File: src/rtl/axi_master_bridge.sv
// AXI4 master bridge: one core request becomes one INCR read or write burst (AXI_MASTER_TIMEOUT_EN adds a watchdog).
// Latency: AR/AW VALID rises the cycle after the request is accepted; R/W beats pass through combinationally.
// Backpressure: R stalls on rsp_ready, W stalls on cw_valid/WREADY; only one transaction is in flight at a time.
`ifndef AXI_LEN_BITS
`define AXI_LEN_BITS 8
`endif
`ifndef AXI_ID_BITS
`define AXI_ID_BITS 4
`endif
`ifndef AXI_SIZE_BITS
`define AXI_SIZE_BITS 3
`endif

module axi_master_bridge #(
   parameter logic [`AXI_ID_BITS-1:0] MASTER_ID = 4'd0,
   parameter int TIMEOUT_CYCLES = 1024
) (
   input  logic                      ACLK,
   input  logic                      ARESET,
   input  logic                      req_valid,
   output logic                      req_ready,
   input  logic                      req_write,
   input  logic [31:0]               req_addr,
   input  logic [`AXI_LEN_BITS-1:0]  req_len,
   input  logic [31:0]               cw_data,
   input  logic [3:0]                cw_strb,
   input  logic                      cw_valid,
   output logic                      cw_ready,
   output logic [31:0]               rsp_rdata,
   output logic                      rsp_rvalid,
   output logic                      rsp_rlast,
   input  logic                      rsp_ready,
   output logic                      rsp_done,
   output logic                      rsp_err,
   output logic [`AXI_ID_BITS-1:0]   ARID,
   output logic [31:0]               ARADDR,
   output logic [`AXI_LEN_BITS-1:0]  ARLEN,
   output logic [`AXI_SIZE_BITS-1:0] ARSIZE,
   output logic [1:0]                ARBURST,
   output logic                      ARVALID,
   input  logic                      ARREADY,
   input  logic [`AXI_ID_BITS-1:0]   RID,
   input  logic [31:0]               RDATA,
   input  logic [1:0]                RRESP,
   input  logic                      RLAST,
   input  logic                      RVALID,
   output logic                      RREADY,
   output logic [`AXI_ID_BITS-1:0]   AWID,
   output logic [31:0]               AWADDR,
   output logic [`AXI_LEN_BITS-1:0]  AWLEN,
   output logic [`AXI_SIZE_BITS-1:0] AWSIZE,
   output logic [1:0]                AWBURST,
   output logic                      AWVALID,
   input  logic                      AWREADY,
   output logic [31:0]               WDATA,
   output logic [3:0]                WSTRB,
   output logic                      WLAST,
   output logic                      WVALID,
   input  logic                      WREADY,
   input  logic [`AXI_ID_BITS-1:0]   BID,
   input  logic [1:0]                BRESP,
   input  logic                      BVALID,
   output logic                      BREADY
);

   typedef enum logic [2:0] {IDLE, RADDR, RDATA_S, WADDR, WDATA_S, WRESP} state_t;

   state_t                     state;
   logic [31:0]                addr_q;
   logic [`AXI_LEN_BITS-1:0]   len_q;
   logic [`AXI_LEN_BITS-1:0]   beat;
   logic                       sticky;
   logic                       ar_hs, r_hs, aw_hs, w_hs, b_hs, r_bad, tmo_hit;
   logic                       unused_ok;

   assign ARID    = MASTER_ID;
   assign ARADDR  = addr_q;
   assign ARLEN   = len_q;
   assign ARSIZE  = 3'b010;
   assign ARBURST = 2'b01;
   assign AWID    = MASTER_ID;
   assign AWADDR  = addr_q;
   assign AWLEN   = len_q;
   assign AWSIZE  = 3'b010;
   assign AWBURST = 2'b01;

   // Data channels are pure pass-through, gated so nothing leaks outside the data phase.
   assign RREADY     = (state == RDATA_S) & rsp_ready;
   assign rsp_rvalid = (state == RDATA_S) & RVALID;
   assign rsp_rlast  = (state == RDATA_S) & RLAST;
   assign rsp_rdata  = RDATA;
   assign WVALID     = (state == WDATA_S) & cw_valid;
   assign cw_ready   = (state == WDATA_S) & WREADY;
   assign WDATA      = cw_data;
   assign WSTRB      = cw_strb;
   assign WLAST      = (state == WDATA_S) & (beat == len_q);

   assign ar_hs = ARVALID & ARREADY;
   assign r_hs  = rsp_rvalid & RREADY;
   assign aw_hs = AWVALID & AWREADY;
   assign w_hs  = WVALID & WREADY;
   assign b_hs  = BVALID & BREADY;
   assign r_bad = (RRESP != 2'b00) | (RID != MASTER_ID);

   assign unused_ok = ^{req_addr[1:0], TIMEOUT_CYCLES};

`ifdef AXI_MASTER_TIMEOUT_EN
   localparam int TMO_W = $clog2(TIMEOUT_CYCLES + 1);
   logic [TMO_W-1:0] tmo_cnt;
   logic             any_hs;

   assign any_hs  = ar_hs | r_hs | aw_hs | w_hs | b_hs;
   assign tmo_hit = (state != IDLE) & ~any_hs & (tmo_cnt == TMO_W'(TIMEOUT_CYCLES - 1));

   always_ff @(posedge ACLK) begin
      if (ARESET || state == IDLE || any_hs) tmo_cnt <= '0;
      else                                   tmo_cnt <= tmo_cnt + 1'b1;
   end
`else
   assign tmo_hit = 1'b0;
`endif

   always_ff @(posedge ACLK) begin
      if (ARESET) begin
         state     <= IDLE;
         addr_q    <= '0;
         len_q     <= '0;
         beat      <= '0;
         sticky    <= 1'b0;
         req_ready <= 1'b0;
         ARVALID   <= 1'b0;
         AWVALID   <= 1'b0;
         BREADY    <= 1'b0;
         rsp_done  <= 1'b0;
         rsp_err   <= 1'b0;
      end else begin
         rsp_done <= 1'b0;
         rsp_err  <= 1'b0;
         if (tmo_hit) begin
            state     <= IDLE;
            req_ready <= 1'b0;
            ARVALID   <= 1'b0;
            AWVALID   <= 1'b0;
            BREADY    <= 1'b0;
            rsp_done  <= 1'b1;
            rsp_err   <= 1'b1;
         end else begin
            case (state)
               IDLE: begin
                  // req_ready only rises one cycle after completion, so a new request never overlaps rsp_done.
                  req_ready <= 1'b1;
                  if (req_valid && req_ready) begin
                     req_ready <= 1'b0;
                     addr_q    <= {req_addr[31:2], 2'b00};
                     len_q     <= req_len;
                     beat      <= '0;
                     sticky    <= 1'b0;
                     if (req_write) begin
                        state   <= WADDR;
                        AWVALID <= 1'b1;
                     end else begin
                        state   <= RADDR;
                        ARVALID <= 1'b1;
                     end
                  end
               end
               RADDR: if (ar_hs) begin
                  ARVALID <= 1'b0;
                  state   <= RDATA_S;
               end
               RDATA_S: if (r_hs) begin
                  beat <= beat + 1'b1;
                  if (r_bad) sticky <= 1'b1;
                  if (RLAST) begin
                     state    <= IDLE;
                     rsp_done <= 1'b1;
                     rsp_err  <= sticky | r_bad | (beat != len_q);
                  end
               end
               WADDR: if (aw_hs) begin
                  AWVALID <= 1'b0;
                  state   <= WDATA_S;
               end
               WDATA_S: if (w_hs) begin
                  beat <= beat + 1'b1;
                  if (WLAST) begin
                     state  <= WRESP;
                     BREADY <= 1'b1;
                  end
               end
               WRESP: if (b_hs) begin
                  BREADY   <= 1'b0;
                  state    <= IDLE;
                  rsp_done <= 1'b1;
                  rsp_err  <= sticky | (BRESP != 2'b00) | (BID != MASTER_ID);
               end
               default: state <= IDLE;
            endcase
         end
      end
   end

endmodule
File: config.mk
export PLATFORM = sky130hd
export DESIGN_NAME = axi_master_bridge
export DESIGN_NICKNAME = d
export VERILOG_FILES = /design/src/rtl/axi_master_bridge.sv
export SDC_FILE = /design/constraint.sdc
export NUM_CORES = 1
export LEC_CHECK = 0
export BUFFER_PORTS_ARGS = -buffer_cell sky130_fd_sc_hd__buf_4
export CORE_AREA = 2 2 122 124
export DETAILED_ROUTE_END_ITERATION = 7
export DIE_AREA = 0 0 124 126
export PLACE_DENSITY = 0.53
export SETUP_SLACK_MARGIN = 0.3
export SLEW_MARGIN = 20
export SYNTH_ARGS = -nofsm -noshare
export SYNTH_HDL_FRONTEND = slang
export SYNTH_SLANG_ARGS = --single-unit
export TNS_END_PERCENT = 50
File: constraint.sdc
create_clock -name ACLK -period 2.7 [get_ports ACLK]
set_input_delay 0.54 -clock ACLK [delete_from_list [all_inputs] [get_ports ACLK]]
set_output_delay 0.54 -clock ACLK [all_outputs]
set_load 0.01 [all_outputs]
* Yosys cells after proc, flatten, opt, wreduce, memory -nomap -nowiden
Cells that the tools add are included.
Storage, ports and cells: output and inout port bits 178, flip-flop bits (word level) 56, logic and storage cells 103, bits of input ports 132
Operators by class: bitwise gates (word level) 16, multiplexer cells 39, add/sub/neg operators 1, equal/unequal tests 18, reductions and logical operators 18
Operator list (number):
- $mux 3 | 8
- $mux 8 | 3
- $pmux 8 s3 | 1
- $ne 2x2->1 const B | 11
- $reduce_and 4->1 | 5
- $mux 1 | 19
- $pmux 3 s6 | 1
- $pmux 1 s2 | 6
- $reduce_bool 2->1 | 6
- $and 1x1->1 | 11
- $add 8x1->8 const B | 1
- $eq 8x8->1 | 1
- $ne 8x8->1 | 1
- $reduce_and 8->1 | 1
- $reduce_bool 4->1 | 2
- $eq 3x2->1 const B | 2
- $eq 3x3->1 const B | 2
- $or 1x1->1 | 5
- $eq 3x1->1 const B | 1
- $logic_not 3->1 | 1
- $reduce_bool 3->1 | 1
- $mux 2 | 1
- $reduce_and 2->1 | 1
- $logic_and 1x1->1 | 1

* Longest topological paths before layout
Gate-level depths: netlist of run 1.
depth in word-level cells 7, depth in mapped cells 7, mapped depth without buffers 5

* Worst setup path after synthesis of run 1
OpenSTA, ideal clock, no wires.
kind reg-to-output, from register beat[4], to output WLAST, data arrival time 1.130 ns, path slack 1.030 ns, cell stages (with the launch flop) 5, data required time 2.160 ns, cell sequence dfxtp_1 > clkbuf_1 > xnor2_1 > nand4_1 > nor3_1
On the way: longest elaborated chain between the ends 2
Ends and longest elaborated chain:
- from (decl) | line 71 | logic [`AXI_LEN_BITS-1:0] beat;
- from (signal assigned) | line 172 | beat <= beat + 1'b1;
- from (signal assigned) | line 185 | beat <= beat + 1'b1;
- $eq 8x8->1 | line 96 | assign WLAST = (state == WDATA_S) & (beat == len_q);
- $and 1x1->1 | line 96
- to (decl) | line 57 | output logic WLAST,
Every way passes these cells.

* Worst setup path in the final report of run 1
from register len_q[4], in the netlist ARLEN[4], to output WLAST
On the way: longest elaborated chain between the ends 2
Ends and longest elaborated chain:
- from (decl) | line 70 | logic [`AXI_LEN_BITS-1:0] len_q;
- from (signal assigned) | line 155 | len_q <= req_len;
- $eq 8x8->1 | line 96
- $and 1x1->1 | line 96
Every way passes these cells.

==> impl_results.rst, run 1 <==
.. list-table::
   :header-rows: 1

   * - Metric
     - Value
   * - Gp weighted congestion
     - 0.773
   * - Count of synthesis-stage warnings from yosys
     - 0
   * - Number of endpoints with negative hold slack in the final report
     - 0
   * - Largest family of logic cells by synthesized area
     - buffers and inverters
   * - Hold path cells
     - 2
   * - Storage cell area
     - 1120 µm²
   * - Cts-stage hold buffer count
     - 0
   * - Initial drt markers
     - 83
   * - Slew of the pin with the lowest slew margin
     - 0.627 ns
   * - Clock insertion delay at the later pin of the skew report
     - 0.30 ns
   * - Port-buffer cells
     - 149
   * - Syn avg cell area
     - 7.81 µm²
   * - Synthesis-to-finish area growth
     - 16.0%
   * - Via count of the first global-routing pass
     - 2561
   * - Detailed-route DRC error count
     - 0
   * - End point of the worst hold path
     - ARADDR[20]$_SDFFE_PP0P_
   * - Remaining max-slew budget at the tightest pin
     - 58.2%
   * - Number of synthesized register bits
     - 56
   * - Rows
     - 44
   * - First-pass GRT wire length
     - 13600 µm
   * - Clock tree from TritonCTS
     - yes
   * - Buffer cell driving the clock tree root
     - sky130_fd_sc_hd__clkbuf_16
   * - Unrepaired setup endpoints after global routing
     - no
   * - Hpwl dp
     - 7230 µm
   * - Final Cycle Share
     - 82.6%
   * - Overflow after GRT
     - 0
   * - Max-slew violation count
     - 0
   * - Resized Gates After CTS
     - 0
   * - Die span in x
     - 124 µm
   * - Max-capacitance violation count
     - 0
   * - Leakage dissipation
     - 0.00168 µW
   * - Final routed wire length divided by cell count
     - 14.5 µm
   * - Vias/cell
     - 4.30
   * - Reg-to-Reg End
     - beat[7]$_SDFFE_PP0P_
   * - R2r setup slk
     - 0.73 ns
   * - Hold Path Class
     - reg2reg
   * - Most area-consuming cells after synthesis
     - sky130_fd_sc_hd__dfxtp_1 (33%), sky130_fd_sc_hd__buf_4 (30%), sky130_fd_sc_hd__nand2_1 (9.7%)
   * - Result of the run
     - finished clean
   * - Number of search-and-repair iterations in the first detailed-routing pass
     - 4
   * - Most common flop cell mapped by yosys
     - sky130_fd_sc_hd__dfxtp_1
   * - Die outline height
     - 126 µm
   * - HP Start
     - ARADDR[20]$_SDFFE_PP0P_
   * - Maximum operating frequency
     - 448 MHz
   * - Clock-pin slew on the worst setup and hold paths
     - 0.07 ns
   * - Worst Setup Slack, final
     - 0.469 ns
   * - Total Nets Final
     - 595
   * - Part of the Yosys area used for sequential elements
     - 33.3%
   * - Overall die area
     - 15600 µm²
   * - Clock skew after layout
     - 0.00463 ns
   * - Top-Level Pins
     - 310
   * - Synthesized-area fraction occupied by and/or/nand/nor cells
     - 18.8%
   * - Crit Path Category
     - reg2out
   * - Inserted Diodes
     - 0
   * - Synth top area share
     - 33.3%
   * - Mux cell area share after synthesis
     - 0.595%
   * - Post-synth top cells
     - sky130_fd_sc_hd__buf_4 (134), sky130_fd_sc_hd__nand2_1 (87), sky130_fd_sc_hd__dfxtp_1 (56)
   * - EDFF count, synth
     - 0
   * - Post-CTS setup buffer count
     - 0
   * - Max Fanout on Critical Path
     - 4
   * - Post-Place Cells
     - 639
   * - Xor and xnor fraction of the mapped netlist area
     - 2.08%
   * - Setup violators final
     - 0
   * - R2r startpoint
     - state[2]$_SDFFE_PP0P_
   * - R2r worst-path depth
     - 4
   * - CTS Buf Count
     - 5
   * - Worst slack after detailed placement
     - 0.751 ns
   * - Biggest area consumer among synthesized cells
     - sky130_fd_sc_hd__dfxtp_1
   * - Maximum vdd drop
     - 0.000253 V
   * - Pin count of the biggest net entering global routing
     - 32
   * - Power Density
     - 669 nW/µm²
   * - Time the worst path needs with I/O delays and setup
     - 2.23 ns
   * - Global router's overall resource usage
     - 11.6%
   * - Post-synthesis compound-gate area fraction
     - 12.9%
   * - Worst setup SP type
     - register
   * - Post-synth design cell area
     - 3370 µm²
   * - Detailed Route WL
     - 9390 µm
   * - Filler cells
     - 1568
   * - Via Count
     - 2781
   * - Initial standard-cell utilization of the core
     - 23.5%
   * - Antenna-violating nets left
     - 0
   * - Depth of the CTS H-tree
     - 2
   * - Proportion of layout cells with a drive suffix above 1
     - 35.4%
   * - FFs w/ async S/R, synth
     - 0%
   * - WP data arrival
     - 1.69 ns
   * - Final total negative setup slack
     - 0 ns
   * - Post-synthesis adder-cell area fraction
     - 0.372%
   * - Initial antenna violation count
     - 0
   * - Post-layout instance count excluding filler cells
     - 647
   * - Synthesized netlist cell count
     - 431
   * - CORE AREA
     - 14300 µm²
   * - Endpoint kind of the worst setup timing path
     - primary output
   * - Required time of the worst setup path
     - 2.16 ns
   * - Area of the multi-input gates
     - 1260 µm²
   * - Num Clock Sinks
     - 56
   * - Distinct cell type count of the synthesized netlist
     - 36
   * - Most common cell in the netlist
     - sky130_fd_sc_hd__buf_4
   * - Buffers from clock root to sink, at most
     - 2
metrics by stage:
stage / hold slack, ns / util [%] / power, µW / cell area (µm²)
2_1_floorplan: 0.472 / - / 1750 / 3440
3_5_place_dp: 0.468 / 26.2 / 1970 / 3750
5_1_grt: 0.477 / 27.3 / 2800 / 3900
6_report: 0.474 / 27.3 / 2610 / 3900
3_3_place_gp: 0.460 / 26.2 / 1960 / 3750
4_1_cts: 0.469 / 27.3 / 2660 / 3900
placed cells by master (no fill, tap or decap), types with 6 or more instances in the layout:
cell type	count
sky130_fd_sc_hd__nor2_1	13
sky130_fd_sc_hd__a21oi_1	46
sky130_fd_sc_hd__nand2_1	87
sky130_fd_sc_hd__xnor2_1	8
sky130_fd_sc_hd__dfxtp_1	56
sky130_fd_sc_hd__conb_1	22
sky130_fd_sc_hd__a311oi_1	6
sky130_fd_sc_hd__nand2b_1	6
sky130_fd_sc_hd__nand3_1	6
sky130_fd_sc_hd__and3_1	6
sky130_fd_sc_hd__buf_4	152
per-layer routing:
layer / vias to the layer above / GRT usage (%) / share of wire [%]
met4: 0 / 6.28 / 3.5
met2: 165 / 20.2 / 48
met3: 36 / 4.89 / 11
met1: 1244 / 11.6 / 37
li1: 1336 / - / -
met5: - / 0 / 0
report_power, final:
group	internal, µW	switching (µW)
combinational	411	474
clock	371	307
sequential	926	122
sequential cells by signal (all words and copies together) (netlist names):
signal,count
req_ready,1
beat,8
state,3
ARADDR,30
rsp_err,1
ARLEN,8
sticky,1
rsp_done,1
AWVALID,1
BREADY,1
ARVALID,1
worst max-delay path, cell delays in order, from the launching register on:
cell and delay [ns]:
sky130_fd_sc_hd__dfxtp_1 0.47, sky130_fd_sc_hd__xnor2_1 0.16, sky130_fd_sc_hd__nand4_1 0.21, sky130_fd_sc_hd__nor3_1 0.36, sky130_fd_sc_hd__buf_4 0.19
cell families after synthesis:
group / Yosys count
AOI/OAI and AO/OA: 72
muxes: 2
other: 2
and+or+nand+nor: 141
xor gates and xnor gates: 8
buffers and inverters: 149
DFF: 56
adders and majority gates: 1
worst max path at each step:
| stage | from | end | slack [ns] |
|---|---|---|---|
| after floorplan | beat[4]$_SDFFE_PP0P_ | WLAST | 1.03 |
| after global placement | state[0]$_SDFFE_PP0P_ | ARADDR[16]$_SDFFE_PP0P_ | 0.81 |
| after detailed placement | state[0]$_SDFFE_PP0P_ | ARLEN[3]$_SDFFE_PP0P_ | 0.75 |
| after CTS | ARLEN[4]$_SDFFE_PP0P_ | WLAST | 0.46 |
| after global routing | beat[5]$_SDFFE_PP0P_ | WLAST | 0.33 |
| final | ARLEN[4]$_SDFFE_PP0P_ | WLAST | 0.47 |
area by class of cell:
cell class / instances / area share, %
tap: 184 / 5.90
timing repair buffer: 152 / 29.2
clock inverter: 1 / 0.192
clock buffer: 7 / 3.65
sequential: 56 / 28.7
inverter: 1 / 0.0962
multi-input combinational: 246 / 32.2
(Power assumes the default switching activity.)
==> inputs of run 2 (changes only) <==
--- a/config.mk
+++ b/config.mk
@@ -5,11 +5,12 @@
 export SDC_FILE = /design/constraint.sdc
 export NUM_CORES = 1
 export LEC_CHECK = 0
+export ABC_AREA = 1
 export BUFFER_PORTS_ARGS = -buffer_cell sky130_fd_sc_hd__buf_4
-export CORE_AREA = 2 2 122 124
+export CORE_AREA = 2 2 121 123
 export DETAILED_ROUTE_END_ITERATION = 7
-export DIE_AREA = 0 0 124 126
-export PLACE_DENSITY = 0.53
+export DIE_AREA = 0 0 123 125
+export PLACE_DENSITY = 0.55
 export SETUP_SLACK_MARGIN = 0.3
 export SLEW_MARGIN = 20
 export SYNTH_ARGS = -nofsm -noshare
==> constraint.sdc (replaced) <==
create_clock -name ACLK -period 2.2 [get_ports ACLK]
set_input_delay 0.44 -clock ACLK [delete_from_list [all_inputs] [get_ports ACLK]]
set_output_delay 0.44 -clock ACLK [all_outputs]
set_load 0.01 [all_outputs]
==> impl_results.rst, run 2 <==
.. list-table::
   :header-rows: 1

   * - Metric
     - Value
   * - Clock tree from TritonCTS
     - yes
   * - Count of synthesis-stage warnings from yosys
     - 0 (unchanged)
   * - Final routed wire length divided by cell count
     - 11.9 µm (-18%)
   * - Clock insertion delay at the later pin of the skew report
     - 0.30 ns (about the same)
   * - Leakage dissipation
     - 0.00203 µW (+21%)
   * - Overflow after GRT
     - 0 (unchanged)
   * - Top-Level Pins
     - 310 (unchanged)
   * - Required time of the worst setup path
     - 1.76 ns (-0.40 ns)
   * - Antenna-violating nets left
     - 0 (unchanged)
   * - Time the worst path needs with I/O delays and setup
     - 1.84 ns
   * - Clock-pin slew on the worst setup and hold paths
     - 0.07 ns (about the same)
   * - Proportion of layout cells with a drive suffix above 1
     - 35.2% (-0.25 points)
   * - Distinct cell type count of the synthesized netlist
     - 30 (-17%)
   * - Slowest cell on crit path
     - sky130_fd_sc_hd__dfxtp_1
   * - Most common cell in the netlist
     - sky130_fd_sc_hd__buf_4
   * - Result of the run
     - finished clean
   * - Max incr delay on CP
     - 0.40 ns (-0.07 ns)
   * - Detailed-route DRC error count
     - 0 (unchanged)
   * - FFs w/ async S/R, synth
     - 0% (unchanged)
   * - Power Density
     - 1000 nW/µm² (+50%)
   * - Cts-stage hold buffer count
     - 0 (unchanged)
   * - Post-synth design cell area
     - 3470 µm² (+3.0%)
   * - Initial antenna violation count
     - 0 (unchanged)
   * - Most area-consuming cells after synthesis
     - sky130_fd_sc_hd__dfxtp_1 (32%), sky130_fd_sc_hd__buf_4 (28%), sky130_fd_sc_hd__nor2_1 (11%)
   * - Final Cycle Share
     - 83.8%
   * - Via count of the first global-routing pass
     - 2701 (+5.5%)
   * - Num Clock Sinks
     - 56 (unchanged)
   * - Unrepaired setup endpoints after global routing
     - yes
   * - Post-synth top cells
     - sky130_fd_sc_hd__buf_4 (130), sky130_fd_sc_hd__nor2_1 (102), sky130_fd_sc_hd__dfxtp_1 (56)
   * - EDFF count, synth
     - 0 (unchanged)
   * - Die outline height
     - 125 µm (-0.79%)
   * - WHS
     - 0.359 ns (-0.115 ns)
   * - Buffer cell driving the clock tree root
     - sky130_fd_sc_hd__clkbuf_16
   * - Max reg flops
     - 30 (unchanged)
   * - WP data arrival
     - 1.40 ns (-0.29 ns)
   * - Pin count of the biggest net entering global routing
     - 44 (+38%)
   * - Max-slew violation count
     - 0 (unchanged)
   * - Leading cell type in the layout, fill and taps excluded
     - sky130_fd_sc_hd__buf_4
   * - Leading cell types in the layout, fill and taps excluded
     - sky130_fd_sc_hd__buf_4 (152), sky130_fd_sc_hd__nor2_1 (99), sky130_fd_sc_hd__dfxtp_1 (51)
   * - Part of the Yosys area used for sequential elements
     - 32.3% (-0.97 points)
   * - Total Nets Final
     - 658 (+11%)
   * - Synthesized netlist cell count
     - 487 (+13%)
   * - Vias/cell
     - 4.14 (-3.8%)
   * - Gp weighted congestion
     - 0.802 (+3.8%)
   * - Die span in x
     - 123 µm (-0.81%)
   * - Filler cells
     - 1562 (-0.38%)
   * - Worst slack after detailed placement
     - 0.456 ns (-0.295 ns)
   * - Number of synthesized register bits
     - 56 (unchanged)
   * - CORE AREA
     - 14200 µm² (-0.77%)
   * - Detailed Route WL
     - 8470 µm (-9.8%)
   * - Initial drt markers
     - 71 (-14%)
   * - Max-capacitance violation count
     - 0 (unchanged)
   * - Overall die area
     - 15400 µm² (-1.6%)
   * - Most used cell, CP
     - sky130_fd_sc_hd__nor2_2
   * - Inserted Diodes
     - 0 (unchanged)
   * - Synthesis-to-finish area growth
     - 17.1%
   * - Number of endpoints with negative hold slack in the final report
     - 0 (unchanged)
   * - Setup violators final
     - 0 (unchanged)
   * - Number of search-and-repair iterations in the first detailed-routing pass
     - 6 (+2)
   * - First-pass GRT wire length
     - 13000 µm (-4.2%)
   * - Hpwl dp
     - 6300 µm (-13%)
   * - Endpoint kind of the worst setup timing path
     - primary output
   * - Worst setup SP type
     - register
   * - Biggest area consumer among synthesized cells
     - sky130_fd_sc_hd__dfxtp_1
   * - Combined buffer and inverter count along the critical path
     - 1 (unchanged)
   * - Depth of the CTS H-tree
     - 2 (unchanged)
   * - Synth top area share
     - 32.3% (-0.97 points)
   * - Initial standard-cell utilization of the core
     - 24.4% (+0.90 points)
   * - Clock skew after layout
     - 0.00242 ns (-0.00221 ns)
   * - Cell breakdown of the critical path
     - xnor2_1, nand2_1, nor2_2, nand2_2, nor2_2, buf_4
   * - Syn avg cell area
     - 7.12 µm² (-8.8%)
   * - Final total negative setup slack
     - 0 ns (unchanged)
   * - Worst Setup Slack, final
     - 0.356 ns (-0.113 ns)
   * - CTS Buf Count
     - 5 (unchanged)
   * - Buffers from clock root to sink, at most
     - 2 (unchanged)
   * - Crit Path Category
     - reg2out
   * - Max Fanout on Critical Path
     - 4 (unchanged)
   * - Rows
     - 44 (unchanged)
   * - Global router's overall resource usage
     - 10.6% (-0.98 points)
   * - Port-buffer cells
     - 149 (unchanged)
   * - Maximum operating frequency
     - 542 MHz
   * - Maximum vdd drop
     - 0.000387 V (+53%)
   * - Via Count
     - 2937 (+5.6%)
   * - Most common flop cell mapped by yosys
     - sky130_fd_sc_hd__dfxtp_1
   * - Hold Path Class
     - in2reg
   * - CP top delay family
     - simple AND/OR/NAND/NOR gates
run 2: cells by family after synthesis:
logic type      Yosys count  share of synthesized area, %
fa+ha+maj                 1                         0.361
xor+xnor                  5                          1.26
simple gates            177                          21.6
buf+inv                 173                          33.0
compound gates           73                          11.3
flops                    56                          32.3
other cells               2                         0.217
run 2: through the flow:
step                      area (µm²)  cells  total power (µW)  util [%]
after floorplan                 3540    507              2780         -
after CTS                       4050    710              4120      28.5
after detailed placement        3890    702              3230      27.4
final                           4060    710              4070      28.6
after global routing            4060    710              4390      28.6
after global placement          3890    702              3210      27.4
run 2: worst reg2reg max path, cell delays in order (launching register included):
cell	delay, ns
sky130_fd_sc_hd__dfxtp_1	0.39
sky130_fd_sc_hd__nor2_4	0.24
sky130_fd_sc_hd__nand2_1	0.11
sky130_fd_sc_hd__nor2_2	0.16
sky130_fd_sc_hd__buf_4	0.38
sky130_fd_sc_hd__o21ai_0	0.16
sky130_fd_sc_hd__nor2_1	0.11
run 2: worst paths after layout:
check                   startpoint  slack, ns                      end  cells past startpoint
min reg2reg    sticky$_SDFFE_PP0P_       0.46      sticky$_SDFFE_PP0P_                      2
max reg2reg  state[0]$_SDFFE_PP0P_       0.59  ARADDR[11]$_SDFFE_PP0P_                      6
min                     req_len[3]       0.36    ARLEN[3]$_SDFFE_PP0P_                      3
max          ARLEN[7]$_SDFFE_PP0P_       0.36                    WLAST                      6
run 2: where the power goes:
| part | switching [µW] | internal (µW) |
|---|---|---|
| logic | 1000 | 777 |
| clock network | 381 | 450 |
| registers | 219 | 1240 |
| total | 1600 | 2470 |
run 2: final cells by class:
| class | count | area (µm²) | area share [%] |
|---|---|---|---|
| inverter | 32 | 123 | 3.02 |
| clock buffer | 6 | 139 | 3.42 |
| tap | 184 | 230 | 5.67 |
| timing repair buffer | 152 | 1140 | 28.1 |
| sequential | 56 | 1130 | 27.8 |
| multi-input combinational | 278 | 1290 | 31.8 |
| clock inverter | 2 | 10.0 | 0.247 |
run 2: repair_timing:
action | 4_1_cts | 5_1_grt
gates resized for setup | 6 | 7
buffers inserted | 0 | 0
endpoints found under the setup margin | 1 | 4
run 2: metal layers:
metal  track usage (%)  vias to the layer above  part of all wire, %
met5                 0                        -                    0
met4              4.41                        0                  2.6
met3              3.97                       19                  8.8
met2              18.0                      132                   48
met1              11.9                     1337                   40
li1                  -                     1449                    -
